$ cat src/rtl/fifo_rd_axis_pkg.sv
// Shared helpers for the FIFO read-side AXI-Stream adapter: counter sizing
// and parameter legality.
package fifo_rd_axis_pkg;

    function automatic int calc_cnt_w(input int depth);
        return $clog2(depth + 1);
    endfunction

    function automatic bit params_ok(input int buf_depth, input int read_latency);
        return (buf_depth >= 1) && (read_latency >= 1);
    endfunction

endpackage

$ cat src/rtl/fifo_rd_axis_if.sv
// AXI-Stream valid/ready/data bundle between the read adapter and its sink.
interface fifo_rd_axis_if #(
    parameter int DATA_WIDTH = 32
);
    logic                  tvalid;
    logic                  tready;
    logic [DATA_WIDTH-1:0] tdata;

    modport master (output tvalid, output tdata, input tready);
    modport slave  (input tvalid, input tdata, output tready);
endinterface

$ cat src/rtl/fifo_rd_buf.sv
// Register-based circular buffer that lands FIFO read data and presents a
// registered head word; clr_i empties it synchronously.
module fifo_rd_buf
    import fifo_rd_axis_pkg::*;
#(
    parameter  int DATA_WIDTH = 32,
    parameter  int DEPTH      = 2,
    localparam int CNT_W      = calc_cnt_w(DEPTH)
) (
    input  logic                  clk_i,
    input  logic                  rstn_i,
    input  logic                  clr_i,
    input  logic                  wr_en_i,
    input  logic [DATA_WIDTH-1:0] wr_data_i,
    input  logic                  rd_en_i,
    output logic [DATA_WIDTH-1:0] head_o,
    output logic [CNT_W-1:0]      level_o
);

    localparam int PTR_W = (DEPTH > 1) ? $clog2(DEPTH) : 1;

    logic [DATA_WIDTH-1:0] mem_q [DEPTH];
    logic [PTR_W-1:0]      wr_ptr_q, wr_ptr_d;
    logic [PTR_W-1:0]      rd_ptr_q, rd_ptr_d;
    logic [CNT_W-1:0]      level_q, level_d;

    // Pointers wrap at DEPTH, which need not be a power of two.
    function automatic logic [PTR_W-1:0] ptr_inc(input logic [PTR_W-1:0] p);
        return (p == PTR_W'(DEPTH - 1)) ? '0 : p + 1'b1;
    endfunction

    always_comb begin
        wr_ptr_d = wr_ptr_q;
        rd_ptr_d = rd_ptr_q;
        level_d  = level_q;
        if (clr_i) begin
            wr_ptr_d = '0;
            rd_ptr_d = '0;
            level_d  = '0;
        end else begin
            if (wr_en_i) wr_ptr_d = ptr_inc(wr_ptr_q);
            if (rd_en_i) rd_ptr_d = ptr_inc(rd_ptr_q);
            level_d = level_q + CNT_W'(wr_en_i) - CNT_W'(rd_en_i);
        end
    end

    always_ff @(posedge clk_i or negedge rstn_i) begin
        if (!rstn_i) begin
            wr_ptr_q <= '0;
            rd_ptr_q <= '0;
            level_q  <= '0;
            for (int i = 0; i < DEPTH; i++) mem_q[i] <= '0;
        end else begin
            wr_ptr_q <= wr_ptr_d;
            rd_ptr_q <= rd_ptr_d;
            level_q  <= level_d;
            if (wr_en_i && !clr_i) mem_q[wr_ptr_q] <= wr_data_i;
        end
    end

    assign head_o  = mem_q[rd_ptr_q];
    assign level_o = level_q;

endmodule

$ cat src/rtl/fifo_rd_axis.sv
// FIFO read-side adapter: issues credit-limited pops, tracks the fixed read
// latency with a tag pipe and streams buffered words out as AXI-Stream.
module fifo_rd_axis
    import fifo_rd_axis_pkg::*;
#(
    parameter  int DATA_WIDTH   = 32,
    parameter  int READ_LATENCY = 1,
    parameter  int BUF_DEPTH    = READ_LATENCY + 1,
    localparam int LVL_W        = calc_cnt_w(BUF_DEPTH)
) (
    input  logic                  clk_i,
    input  logic                  rstn_i,
    input  logic                  flush_i,
    input  logic                  fifo_empty_i,
    input  logic [DATA_WIDTH-1:0] fifo_rd_data_i,
    output logic                  fifo_pop_o,
    fifo_rd_axis_if.master        m_axis,
    output logic [LVL_W-1:0]      level_o
);

    localparam int CMT_W = $clog2(BUF_DEPTH + READ_LATENCY + 1);
    localparam int CMP_W = CMT_W + 1;

    if (!params_ok(BUF_DEPTH, READ_LATENCY)) begin : g_param_check
        $error("fifo_rd_axis: BUF_DEPTH and READ_LATENCY must both be >= 1");
    end

    logic [READ_LATENCY-1:0] tag_q, tag_d;
    logic [CMT_W-1:0]        inflight;
    logic [CMT_W-1:0]        committed;
    logic [LVL_W-1:0]        level;
    logic [DATA_WIDTH-1:0]   head;
    logic                    fire;
    logic                    capture;
    logic                    pop;

    assign fire    = m_axis.tvalid & m_axis.tready;
    assign capture = tag_q[READ_LATENCY-1];

    always_comb begin
        inflight = '0;
        for (int i = 0; i < READ_LATENCY; i++) inflight = inflight + CMT_W'(tag_q[i]);
    end

    assign committed = CMT_W'(level) + inflight;

    // A word leaving this cycle frees its slot, so the credit test adds fire
    // on the right-hand side rather than subtracting it from committed.
    assign pop = rstn_i & ~fifo_empty_i & ~flush_i &
                 ({1'b0, committed} < (CMP_W'(BUF_DEPTH) + CMP_W'(fire)));

    always_comb begin
        tag_d = '0;
        if (!flush_i) begin
            tag_d[0] = pop;
            for (int i = 1; i < READ_LATENCY; i++) tag_d[i] = tag_q[i-1];
        end
    end

    always_ff @(posedge clk_i or negedge rstn_i) begin
        if (!rstn_i) tag_q <= '0;
        else         tag_q <= tag_d;
    end

    fifo_rd_buf #(
        .DATA_WIDTH (DATA_WIDTH),
        .DEPTH      (BUF_DEPTH)
    ) u_buf (
        .clk_i     (clk_i),
        .rstn_i    (rstn_i),
        .clr_i     (flush_i),
        .wr_en_i   (capture & ~flush_i),
        .wr_data_i (fifo_rd_data_i),
        .rd_en_i   (fire),
        .head_o    (head),
        .level_o   (level)
    );

    assign fifo_pop_o    = pop;
    assign m_axis.tvalid = (level != '0);
    assign m_axis.tdata  = head;
    assign level_o       = level;

endmodule
$ cat src/flat_wrapper.sv
// flat-port wrapper written by rule: the top's interface ports become plain ports
module fifo_rd_axis_flat import fifo_rd_axis_pkg::*;
#(
    parameter  int DATA_WIDTH   = 32,
    parameter  int READ_LATENCY = 1,
    parameter  int BUF_DEPTH    = READ_LATENCY + 1,
    localparam int LVL_W        = calc_cnt_w(BUF_DEPTH)
)
  (clk_i, rstn_i, flush_i, fifo_empty_i, fifo_rd_data_i, fifo_pop_o, level_o, m_axis_tvalid, m_axis_tdata, m_axis_tready);
  fifo_rd_axis_if #(.DATA_WIDTH(DATA_WIDTH)) m_axis_i ();
  input  logic clk_i;
  input  logic rstn_i;
  input  logic flush_i;
  input  logic fifo_empty_i;
  input  logic [DATA_WIDTH-1:0] fifo_rd_data_i;
  output logic fifo_pop_o;
  output logic [LVL_W-1:0] level_o;
  output wire logic [$bits(m_axis_i.tvalid)-1:0] m_axis_tvalid;
  output wire logic [$bits(m_axis_i.tdata)-1:0] m_axis_tdata;
  input wire logic [$bits(m_axis_i.tready)-1:0] m_axis_tready;
  assign m_axis_tvalid = m_axis_i.tvalid;
  assign m_axis_tdata = m_axis_i.tdata;
  assign m_axis_i.tready = m_axis_tready;
  fifo_rd_axis #(.DATA_WIDTH(DATA_WIDTH), .READ_LATENCY(READ_LATENCY), .BUF_DEPTH(BUF_DEPTH)) u_core (.clk_i(clk_i), .rstn_i(rstn_i), .flush_i(flush_i), .fifo_empty_i(fifo_empty_i), .fifo_rd_data_i(fifo_rd_data_i), .fifo_pop_o(fifo_pop_o), .m_axis(m_axis_i), .level_o(level_o));
endmodule
$ cat config.mk
export PLATFORM = sky130hd
export DESIGN_NAME = fifo_rd_axis_flat
export DESIGN_NICKNAME = d
export VERILOG_FILES = /design/src/rtl/fifo_rd_axis_pkg.sv /design/src/rtl/fifo_rd_axis_if.sv /design/src/rtl/fifo_rd_buf.sv /design/src/rtl/fifo_rd_axis.sv /design/src/flat_wrapper.sv
export SDC_FILE = /design/constraint.sdc
export NUM_CORES = 1
export LEC_CHECK = 0
export CAP_MARGIN = 20
export CORE_MARGIN = 10
export CORE_UTILIZATION = 35
export CTS_BUF_LIST = sky130_fd_sc_hd__clkbuf_2
export CTS_CLUSTER_SIZE = 20
export DETAILED_ROUTE_END_ITERATION = 8
export DONT_BUFFER_PORTS = 1
export PLACE_DENSITY = 0.57
export SETUP_SLACK_MARGIN = 0.2
export SYNTH_ARGS = -nofsm -noshare
export SYNTH_HDL_FRONTEND = slang
export SYNTH_SLANG_ARGS = --single-unit
$ cat constraint.sdc
create_clock -name clk_i -period 4.95 [get_ports clk_i]
set_input_delay 0.495 -clock clk_i [delete_from_list [all_inputs] [get_ports clk_i]]
set_output_delay 0.495 -clock clk_i [all_outputs]
set_load 0.02 [all_outputs]
==> results.toml, run 1 <==
[status]
run_status = "finished, final reports clean"

[logic_synthesis]
ys_seq_elements = 69
average_cell_area_after_synthesis_um2 = 15.4
postSynthNetCount = 243
ys_types = 23
postSynthCellCount = 203
seq_area_frac_synth_pct = 55.4
synth_warnings = 0
netlist_area_mm2 = 0.00312

[cells_and_area]
nNetsFinal = 249
filler_cell_count = 840
post_route_cells_drive_above_1_share_pct = 55.6
layout_commonest_cell = "sky130_fd_sc_hd__mux2_2"
antennaDiodeCount = 0
ff_latch_area_mm2 = 0.00173
finalInstanceArea_mm2 = 0.00337
area_used_by_multi_input_combinational_logic_mm2 = 0.00129
layout.cells.most_common_list = "sky130_fd_sc_hd__mux2_2 (86), sky130_fd_sc_hd__dfrtp_1 (69), sky130_fd_sc_hd__clkbuf_2 (11)"
flow.area_growth_from_synthesis_pct = 7.99

[grt]
pin_count_of_the_biggest_net_entering_global_routing = 70
groute.usage.overall_pct = 10.3
total_grt_overflow = 0
first_pass_grt_wire_length_mm = 10.2
grt_antenna_before_repair = 0
grt_pass1_vias = 1775

[detailed_routing]
dr_pass1_iterations = 4
vias = 1583
drt_iter0_drc = 55
antenna_left = 0
wire_per_inst_um = 19.9
route.detailed.drc = 0
finalWirelength_mm = 6.42
route.detailed.vias_per_inst = 4.92

[critical_path]
worstSetupPathDepth = 2
critical_path.slowest_cell = "sky130_fd_sc_hd__dfrtp_1"
worstSetupPathType = "reg2out"
reg2reg_setup_slack_ps = 2870
startpoint_type = "flip-flop"
r2r.worst_path.cells = 4
cpLargestDelayFamily = "flip-flops"
path_buf_inv = 1
critPathMaxStageDelay_ps = 910
worstPathCellList = "buf_4 -> mux2_2"
cp-end-kind = "primary output"
worst_ep_arrival_time_ps = 2240
critPathRequiredTime_ps = 4450
timing.critical_path.fanout_max = 17

[clock_network]
ctsResizeCount = 0
number_of_setup_buffers_added_after_cts = 0
tritoncts.num_buffers = 9
clock_tree.root_cell = "sky130_fd_sc_hd__clkbuf_2"
clk-insertion-delay-late_ps = 510
clkTransAtPathRegs_ps = 200
cts_hold_buf = 3
cts.sinks = 69
cts_max_level = 3
cts_max_path_buffers = 2
tritoncts = "yes"

[die]
die_width_um = 114
die_h_um = 114
floorplan.initialDensity_pct = 35.9
placement_rows = 34
die-area_mm2 = 0.0131
io_pins = 73
floorplan.core_area_mm2 = 0.00868

[placed_design]
placement.io_buffers = 0
placement.cell_area_mm2 = 0.00319
detailed_place_hpwl_mm = 4.16
gpl.final_weighted_congestion = 0.665
pre_cts_ws_ps = 2730

[sta]
skew_ps = 18.5
fin_crit_sh_pct = 55.2
tmin_final_ps = 2730
grt_setup_unrepaired = "false"
timing.final.hold_violations = 0
maxClockFrequency_mhz = 366
setup_tns_ps = 0
worst-slew-pin-transition_ps = 821
report.final.slew_viol_count = 0
timing.final.setup_violations = 0
timing.final.ws_setup_ps = 2220
worst_hold_slack_ps = 118
slew_headroom_pct = 45.3

[run]
maxCapViolCount = 0

[power]
cellPowerDensity_mw_per_mm2 = 540
p_leak_uw = 0.00155
power.ir.vdd_worst_v = 0.000190

[hold_path]
holdPathStages = 1
worstHoldPathType = "in2reg"
==> path summary, 6_finish.rpt <==
kind,endpoint,start
min in group asynchronous,u_core.u_buf.mem_q[15],rstn_i
max in group asynchronous,u_core.u_buf.mem_q[13],rstn_i
max,m_axis_tdata[16],u_core.u_buf.rd_ptr_q
min reg2reg,u_core.u_buf.mem_q[0],u_core.u_buf.mem_q[0]
min,u_core.u_buf.mem_q[12],fifo_rd_data_i[12]
max reg2reg,u_core.u_buf.mem_q[57],u_core.capture
==> worst register-to-register path: cells and delay by family (launching register included) <==
kind | cells | cell delay (ps)
and+or+nand+nor | 2 | 770
DFF | 1 | 420
buffers and inverters | 1 | 410
muxes | 1 | 390
==> layer usage <==
metal | vias to the layer above | global-route usage (%) | part of all wire (%)
met5 | - | 0 | 0
met4 | 0 | 4.01 | 1.4
met3 | 8 | 6.18 | 10
met2 | 54 | 14.3 | 42
met1 | 796 | 12.7 | 46
li1 | 725 | - | -
==> synth_stat cells, drive strengths merged <==
cell type / n / area share, %
a311oi: 1 / 0.28
nor3: 1 / 0.16
buf: 10 / 2.6
xor2: 1 / 0.28
ha: 3 / 1.2
xnor2: 2 / 0.56
a21oi: 1 / 0.16
and2b: 1 / 0.24
or2: 1 / 0.20
clkbuf: 1 / 0.12
inv: 4 / 0.48
o21a: 1 / 0.24
nor2: 4 / 0.48
dfrtp: 69 / 55
nor2b: 2 / 0.72
nand2: 2 / 0.24
a211oi: 2 / 0.48
mux2: 96 / 36
and2: 1 / 0.20
==> cell type report <==
cell class                 instances  share of cell area (%)
sequential                        69                    51.3
multi-input combinational        119                    38.3
tap                              108                    4.01
clock inverter                     5                    2.23
timing repair buffer               6                    2.08
clock buffer                      11                    1.64
inverter                           4                   0.446
==> sequential cells by signal, indices dropped and copies added, names as in the netlist <==
register / count
u_core.u_buf.level_o: 2
u_core.u_buf.rd_ptr_q: 1
u_core.u_buf.wr_ptr_q: 1
u_core.u_buf.mem_q: 64
u_core.capture: 1
==> kinds of logic after synthesis <==
logic type	synth area share, %
and+or+nand+nor	2.25
xor gates and xnor gates	0.843
AOI/OAI and AO/OA	1.16
muxes	35.9
adders and majority gates	1.20
DFF	55.4
buffers and inverters	3.25
==> metrics by stage <==
step	power, uW	utilization [%]	instances
finish	1820	38.8	322
global route	1940	38.8	322
floorplan	1360	-	203
detailed placement	1460	36.7	303
CTS	1860	38.8	322
global placement	1450	36.7	303
==> report_power, final <==
group          switching (uW)  internal (uW)
Sequential                111            713
Combinational             339            287
Clock                     200            169
(Power assumes the default switching activity.)
==> run 2: changes to the inputs <==
==> constraint.sdc (replaced) <==
create_clock -name clk_i -period 2.55 [get_ports clk_i]
set_input_delay 0.255 -clock clk_i [delete_from_list [all_inputs] [get_ports clk_i]]
set_output_delay 0.255 -clock clk_i [all_outputs]
set_load 0.02 [all_outputs]
==> results.toml, run 2 (synthesized netlist as in run 1, its figures left out) <==
[detailed_routing]
vias = 1739
route.detailed.drc = 0
wire_per_inst_um = 18.0
dr_pass1_iterations = 3
finalWirelength_mm = 6.45
antenna_left = 0
drt_iter0_drc = 59
route.detailed.vias_per_inst = 4.84

[critical_path]
cpLargestDelayFamily = "flip-flops"
crit_startpoint = "u_core.u_buf.level_o[0]"
r2r_end = "u_core.u_buf.level_o[1]"
crit_path_end = "fifo_pop_o"
reg2reg_setup_slack_ps = 750
critPathMaxStageDelay_ps = 520
critical_path.slowest_cell = "sky130_fd_sc_hd__dfrtp_2"
worstReg2RegStart = "u_core.u_buf.level_o[1]"
cp-end-kind = "primary output"
r2r.worst_path.cells = 7
worstSetupPathDepth = 5
timing.critical_path.fanout_max = 6
startpoint_type = "flip-flop"
path_buf_inv = 2
critPathRequiredTime_ps = 2300
worstSetupPathType = "reg2out"
worst_ep_arrival_time_ps = 1950
worstPathCellList = "ha_1 -> inv_1 -> a311oi_1 -> a211oi_1 -> buf_4"

[clock_network]
cts_max_path_buffers = 2
tritoncts.num_buffers = 9
cts.sinks = 69
cts_max_level = 3
clock_tree.root_cell = "sky130_fd_sc_hd__clkbuf_2"
number_of_setup_buffers_added_after_cts = 0
clkTransAtPathRegs_ps = 180
tritoncts = "yes"
clk-insertion-delay-late_ps = 490

[cells_and_area]
flow.area_growth_from_synthesis_pct = 19.8
post_route_cells_drive_above_1_share_pct = 48.2
largest_register_ff_count = 64
antennaDiodeCount = 0
layout.cells.most_common_list = "sky130_fd_sc_hd__mux2_2 (86), sky130_fd_sc_hd__dfrtp_1 (68), sky130_fd_sc_hd__dlygate4sd3_1 (36)"
layout_commonest_cell = "sky130_fd_sc_hd__mux2_2"
nNetsFinal = 286
finalNonFillerCells = 359
filler_cell_count = 806
largest-register = "u_core.u_buf.mem_q"

[die]
floorplan.core_area_mm2 = 0.00868
io_pins = 73
die-area_mm2 = 0.0131
die_h_um = 114
placement_rows = 34
floorplan.initialDensity_pct = 35.9
die_width_um = 114

[sta]
worst_hold_slack_ps = 90.5
skew_ps = 23.4
grt_setup_unrepaired = "false"
worst-slew-pin-transition_ps = 478
tmin_final_ps = 2210
maxClockFrequency_mhz = 453
slew_headroom_pct = 68.1
fin_crit_sh_pct = 86.5
setup_tns_ps = 0
timing.final.ws_setup_ps = 344
timing.final.hold_violations = 0
report.final.slew_viol_count = 0
timing.final.setup_violations = 0

[placed_design]
pre_cts_ws_ps = 758
detailed_place_hpwl_mm = 4.13
gpl.final_weighted_congestion = 0.662
placement.io_buffers = 0
number_of_placed_instances_with_taps_included = 306

[hold_path]
worstHoldPathType = "in2reg"

[grt]
total_grt_overflow = 0
pin_count_of_the_biggest_net_entering_global_routing = 71
groute.usage.overall_pct = 10.3
first_pass_grt_wire_length_mm = 10.7
grt_pass1_vias = 2002
grt_antenna_before_repair = 0

[power]
power.ir.vdd_worst_v = 0.000355
cellPowerDensity_mw_per_mm2 = 960
power_uw = 3590
p_leak_uw = 0.00170

[run]
maxCapViolCount = 0

[status]
run_status = "finished, final reports clean"
## run 2: worst min path at each step
stage	slack (ps)	from	cells after the start	to
detailed placement	-40	rstn_i	0	u_core.u_buf.mem_q[40]
floorplan	-40	rstn_i	0	u_core.capture
global route	60	m_axis_tready	3	u_core.u_buf.rd_ptr_q
CTS	40	m_axis_tready	3	u_core.u_buf.rd_ptr_q
global placement	-40	rstn_i	0	u_core.u_buf.mem_q[8]
finish	90	m_axis_tready	3	u_core.u_buf.rd_ptr_q
## run 2: final cells by class
| class | instances | area (um^2) | share of cell area [%] |
|---|---|---|---|
| clock buffers | 9 | 45.0 | 1.21 |
| clock inverters | 7 | 90.1 | 2.41 |
| inverters | 4 | 15.0 | 0.402 |
| multi-input cells | 119 | 1290 | 34.5 |
| flip-flops and latches | 69 | 1730 | 46.3 |
| well taps | 108 | 135 | 3.62 |
| repair buffers | 43 | 433 | 11.6 |
## run 2: tightest hold or removal path, cell delays in order
cell and delay, ps:
sky130_fd_sc_hd__o21a_1 110, sky130_fd_sc_hd__xnor2_1 150, sky130_fd_sc_hd__nor2_1 40
## run 2: repair_timing
item                                   CTS  global route
gates resized for setup                  0             1
setup endpoints to repair                0             1
endpoints found under the hold margin  138             0
hold buffers                            37             0
## run 2: metal layers
layer	vias up	global-route usage [%]	part of all wire, %	wire [um]
li1	810	-	-	-
met1	868	12.8	46	2960
met2	52	15.3	46	2940
met3	9	4.51	7.0	453
met4	0	4.26	1.4	91
met5	-	0	0	0
## run 2: where the power goes
part	internal (uW)	switching, uW
Combinational	594	722
Clock	320	395
Sequential	1390	169
Total	2300	1290
## run 2: metrics by stage
stage / util [%] / area [um^2]
3_3_place_gp: 37.0 / 3210
4_1_cts: 43.0 / 3730
5_1_grt: 43.0 / 3730
3_5_place_dp: 37.0 / 3210
2_1_floorplan: - / 3120
6_report: 43.0 / 3730
